## config.mk

```make
export PLATFORM = sky130hd
export DESIGN_NAME = feature_vector_serializer
export DESIGN_NICKNAME = d
export VERILOG_FILES = /design/src/rtl/lidar_feat_pkg.sv /design/src/rtl/feat_vector_fifo.sv /design/src/rtl/feature_vector_serializer.sv
export SDC_FILE = /design/constraint.sdc
export NUM_CORES = 1
export LEC_CHECK = 0
export ABC_AREA = 0
export CORE_MARGIN = 8
export CORE_UTILIZATION = 35
export DETAILED_ROUTE_END_ITERATION = 8
export GPL_ROUTABILITY_DRIVEN = 0
export PLACE_DENSITY = 0.49
export SLEW_MARGIN = 20
export SYNTH_ARGS = -nofsm -noshare
export SYNTH_HDL_FRONTEND = slang
export SYNTH_SLANG_ARGS = --single-unit
```

## constraint.sdc

```tcl
create_clock -name clk -period 8.4 [get_ports clk]
set_input_delay 1.68 -clock clk [delete_from_list [all_inputs] [get_ports clk]]
set_output_delay 1.68 -clock clk [all_outputs]
set_load 0.05 [all_outputs]
```

## src/rtl/lidar_feat_pkg.sv

```systemverilog
// Shared widths, vector type and serializer state encoding for the LiDAR
// feature path.
package lidar_feat_pkg;

    localparam int unsigned FEAT_W     = 32;
    localparam int unsigned FEAT_WORDS = 8;
    localparam int unsigned VEC_W      = FEAT_W * FEAT_WORDS;

    typedef logic [VEC_W-1:0] feat_vec_t;

    typedef enum logic {
        IDLE,
        STREAM
    } ser_state_t;

    // Word 0 (cx) occupies the most significant 32 bits.
    function automatic logic [FEAT_W-1:0] feat_word(input feat_vec_t vec, input logic [2:0] idx);
        return vec[(FEAT_WORDS - 1 - int'(idx)) * FEAT_W +: FEAT_W];
    endfunction

endpackage

```

## src/rtl/feat_vector_fifo.sv

```systemverilog
// Synchronous DEPTH x 256-bit FIFO with a registered occupancy count.
// A write while full is accepted only when a read happens in the same cycle.
module feat_vector_fifo
    import lidar_feat_pkg::*;
#(
    parameter int unsigned DEPTH = 4
) (
    input  logic                   clk,
    input  logic                   reset_n,
    input  logic                   wr_en,
    input  feat_vec_t              wr_data,
    input  logic                   rd_en,
    output feat_vec_t              rd_data,
    output logic                   full,
    output logic                   empty,
    output logic [$clog2(DEPTH):0] level
);

    localparam int unsigned AW = $clog2(DEPTH);

    feat_vec_t     mem [DEPTH];
    logic [AW-1:0] wr_ptr;
    logic [AW-1:0] rd_ptr;
    logic          wr_ok;
    logic          rd_ok;

    assign full    = (level == (AW+1)'(DEPTH));
    assign empty   = (level == '0);
    assign rd_ok   = rd_en && !empty;
    assign wr_ok   = wr_en && (!full || rd_ok);
    assign rd_data = mem[rd_ptr];

    always_ff @(posedge clk) begin
        if (wr_ok) begin
            mem[wr_ptr] <= wr_data;
        end
    end

    always_ff @(posedge clk or negedge reset_n) begin
        if (!reset_n) begin
            wr_ptr <= '0;
            rd_ptr <= '0;
            level  <= '0;
        end else begin
            if (wr_ok) wr_ptr <= wr_ptr + 1'b1;
            if (rd_ok) rd_ptr <= rd_ptr + 1'b1;
            case ({wr_ok, rd_ok})
                2'b10:   level <= level + 1'b1;
                2'b01:   level <= level - 1'b1;
                default: level <= level;
            endcase
        end
    end

endmodule

```

## src/rtl/feature_vector_serializer.sv

```systemverilog
// Buffers 256-bit feature vectors and streams each as eight 32-bit words
// over valid/ready; vectors arriving while the FIFO is full are dropped and counted.
module feature_vector_serializer
    import lidar_feat_pkg::*;
#(
    parameter int unsigned DEPTH = 4,
    parameter int unsigned CNT_W = 16
) (
    input  logic                   clk,
    input  logic                   reset_n,
    input  logic                   vector_valid,
    input  logic [VEC_W-1:0]       feature_vector,
    output logic [FEAT_W-1:0]      m_tdata,
    output logic                   m_tvalid,
    input  logic                   m_tready,
    output logic                   m_tlast,
    output logic [2:0]             m_tuser,
    output logic [$clog2(DEPTH):0] fifo_level,
    output logic                   drop_pulse,
    output logic [CNT_W-1:0]       drop_count
);

    ser_state_t state_q, state_d;
    logic [2:0] idx_q, idx_d;
    feat_vec_t  hold_q, hold_d;
    feat_vec_t  fifo_head;
    logic       fifo_full;
    logic       fifo_empty;
    logic       pop;
    logic       drop;

    feat_vector_fifo #(
        .DEPTH(DEPTH)
    ) u_fifo (
        .clk    (clk),
        .reset_n(reset_n),
        .wr_en  (vector_valid),
        .wr_data(feature_vector),
        .rd_en  (pop),
        .rd_data(fifo_head),
        .full   (fifo_full),
        .empty  (fifo_empty),
        .level  (fifo_level)
    );

    // The final beat and the next pop share a cycle so back-to-back vectors have no bubble.
    always_comb begin
        state_d = state_q;
        idx_d   = idx_q;
        hold_d  = hold_q;
        pop     = 1'b0;
        case (state_q)
            IDLE: begin
                if (!fifo_empty) begin
                    pop     = 1'b1;
                    hold_d  = fifo_head;
                    idx_d   = '0;
                    state_d = STREAM;
                end
            end
            STREAM: begin
                if (m_tready) begin
                    if (idx_q != 3'd7) begin
                        idx_d = idx_q + 3'd1;
                    end else if (!fifo_empty) begin
                        pop    = 1'b1;
                        hold_d = fifo_head;
                        idx_d  = '0;
                    end else begin
                        idx_d   = '0;
                        state_d = IDLE;
                    end
                end
            end
            default: state_d = IDLE;
        endcase
    end

    assign drop = vector_valid && fifo_full && !pop;

    always_ff @(posedge clk or negedge reset_n) begin
        if (!reset_n) begin
            state_q    <= IDLE;
            idx_q      <= '0;
            hold_q     <= '0;
            drop_pulse <= 1'b0;
            drop_count <= '0;
        end else begin
            state_q    <= state_d;
            idx_q      <= idx_d;
            hold_q     <= hold_d;
            drop_pulse <= drop;
            if (drop && (drop_count != '1)) begin
                drop_count <= drop_count + 1'b1;
            end
        end
    end

    assign m_tvalid = (state_q == STREAM);
    assign m_tdata  = feat_word(hold_q, idx_q);
    assign m_tuser  = idx_q;
    assign m_tlast  = m_tvalid && (idx_q == 3'd7);

endmodule

```

==> reports/results.ini <==
[routing]
routed_wl_mm = 143.0
drtIter0Drc = 2108
vias = 25530
first_pass_iters = 5
routed_via_density = 5.053
drc = 0
drtAntennaViolNets = 0
wl_per_cell_um = 28.30

[power_and_ir_drop]
p_leak_nw = 21.20
ir_worst_vdd_mv = 0.3461
pwr_density_cell_nw_per_um2 = 368.9

[cells_and_area]
fillCellCount = 12560
mostFrequentLayoutCells = 1024 x edfxtp_1, 776 x nand2_1, 320 x mux4_2
seqCellArea_um2 = 37870
fin_util = 0.4220
syn_to_final_growth_pct = 20.00
multi_input_area_um2 = 11230
drive_gt1_frac = 0.1892
fin_nets = 3291
final_common_cell = edfxtp_1

[setup_path]
cp.depth = 4
endpoint_kind = primary output
cp_slowest_cell = dfrtp_4
cp-start-kind = flop
r2r_start = m_tuser[0]$_DFFE_PN0P_
path_buf_inv = 2
worst-path-max-fanout = 43
max_stage_delay_ns = 1.03
critPathKind = reg2out
cp_cell_sequence = buf_4 -> mux4_2 -> mux2_2 -> clkdlybuf4s50_1
startpoint = m_tuser[0]$_DFFE_PN0P_
worst_ep_required_time_ns = 6.72
arrival_ns = 4.23
reg2regPathDepth = 7
crit_family = buffers and inverters

[synthesis]
synth_compound_area_frac = 0.002116
synth_area_um2 = 49670
synth_xor_area_frac = 0.003527
synthFlopType = edfxtp_1
ys_seq_area_frac = 0.7622
syn-instance-count = 2670
synth_area_leaders = edfxtp_1 62%, mux4_2 15%, dfrtp_1 14%
avgSynthCellArea_um2 = 18.60
yosys.area_share.simple = 0.06499
synthArstFlopShare = 0.2171
synthAdderAreaFrac = 0.002166
synth_top_area_share = 0.6191
synth_mux_area_frac = 0.1528
yosysTopAreaCell = edfxtp_1
synth_nets = 2938
synth_top_family_by_area = multiplexers
synth_seq_cells = 1308
yosysUniqueCellTypes = 40
yosys_warnings = 0
synth_edf_count = 1024

[place]
io_buffers = 316
dp_hpwl_mm = 95.21
place_ws_ns = 3.233

[clock_tree]
clk_pin_slew_worst_paths_ns = 0.06
h-tree-depth = 4
cts.path.max_buffers = 3
cts-resized-gates = 0
cts_setup_buffers = 0
clk_latency_ns = 0.76
cts_num_sinks = 1308
root_buffer = clkbuf_16
cts_tree = built
cts_buffers = 141
hold_buffers = 0

[floorplan]
row_count = 138
coreArea_um2 = 141200
start_util = 0.3517
io_pins = 317
die_y_um = 392.7
die_w_um = 392.7
die-area_um2 = 154200

[sta]
finalSetupViolCount = 0
fin_ws_ns = 2.492
tightest_slew_ns = 1.145
skew_ns = 0.03218
drv_slew = 0
min_period_ns = 5.908
clock.fmax_mhz = 169.3
rsz0062_at_grt = false
finalHoldViolCount = 0
fin_setup_tns_ns = 0
relSlewSlack = 0.2366
post-route-period-util = 0.7034

[grt]
grt_remaining_overflow = 0
grt_usage = 0.1835
grt_pass1_wl_mm = 202.0
antenna_found_initial = 73
grt_max_degree = 193
grt_pass1_vias = 26760

[worst_hold_path]
hp-class = reg2reg
min_from = hold_q[82]$_DFFE_PN0P_
holdPathStages = 2

[flow_run]
cap_viol_max_count = 0

[outcome]
status = finished, final reports clean

==> worst min-delay path, cell delays in order, from the launching register on <==
cell     delay, ns
dfrtp_1       0.34
nand2_1       0.05
nand2_1       0.05
==> logic make-up after synthesis <==
family,count (synthesis)
compound gates,14
xor+xnor,20
fa+ha+maj,8
buf+inv,142
flops,1308
mux,354
simple gates,824
==> per-stage QoR <==
step	instance area, um^2	cells	hold WS, ns	power (mW)
floorplan	49670	2670	0.4403	13.39
global placement	54990	4770	0.4520	16.10
detailed placement	54990	4770	0.4590	16.18
CTS	59540	5030	0.4782	22.31
global route	59550	5031	0.4989	22.92
finish	59600	5052	0.4732	21.99
==> flip-flops by register name (all words and copies together), names as in the netlist <==
signal         count
u_fifo.mem      1024
hold_q           256
drop_count        16
m_tuser            3
u_fifo.level       3
u_fifo.rd_ptr      2
u_fifo.wr_ptr      2
drop_pulse         1
m_tvalid           1
==> synth_stat cells, drive strengths merged (5+ instances only) <==
master,number
nor3,8
buf,63
nand2,777
nand3,6
xor2,11
mux4,320
and4,6
and2,7
ha,7
inv,8
xnor2,9
edfxtp,1024
dfrtp,284
clkbuf,71
nor2,5
mux2,33
==> area by class of cell <==
| type | count | area share |
|---|---|---|
| Tap cell | 1890 | 0.03968 |
| Inverter | 8 | 0.0005038 |
| Timing Repair Buffer | 344 | 0.05857 |
| Sequential cell | 1308 | 0.6354 |
| Clock inverter | 64 | 0.01035 |
| Clock buffer | 196 | 0.06611 |
| Multi-Input combinational cell | 1220 | 0.1884 |
| Antenna cell | 22 | 0.0009237 |
==> final timing paths <==
path / end / slack (ns)
hold / removal: hold_q[82]$_DFFE_PN0P_ / 0.47
min in group asynchronous: hold_q[83]$_DFFE_PN0P_ / 0.93
max in group asynchronous: u_fifo.rd_ptr[1]$_DFFE_PN0N_ / 5.92
hold reg to reg: hold_q[82]$_DFFE_PN0P_ / 0.47
setup reg to reg: u_fifo.mem[1][25]$_DFFE_PP_ / 3.28
setup / recovery: m_tdata[14] / 2.49
==> metal layers <==
layer / up-vias / wire (um) / global-route usage
met5: - / 184 / 0
met2: 823 / 65520 / 0.2837
met4: 30 / 2586 / 0.03937
met1: 13550 / 61770 / 0.2568
met3: 206 / 12900 / 0.05687
li1: 10920 / - / -
==> power breakdown <==
part / switching (mW) / internal [mW] / leakage, nW
sequential: 1.19 / 8.71 / 13.0
clock: 2.53 / 3.54 / 2.22
combinational: 3.55 / 2.47 / 5.98
total: 7.27 / 14.7 / 21.2
Power figures use the tool's default switching activity.
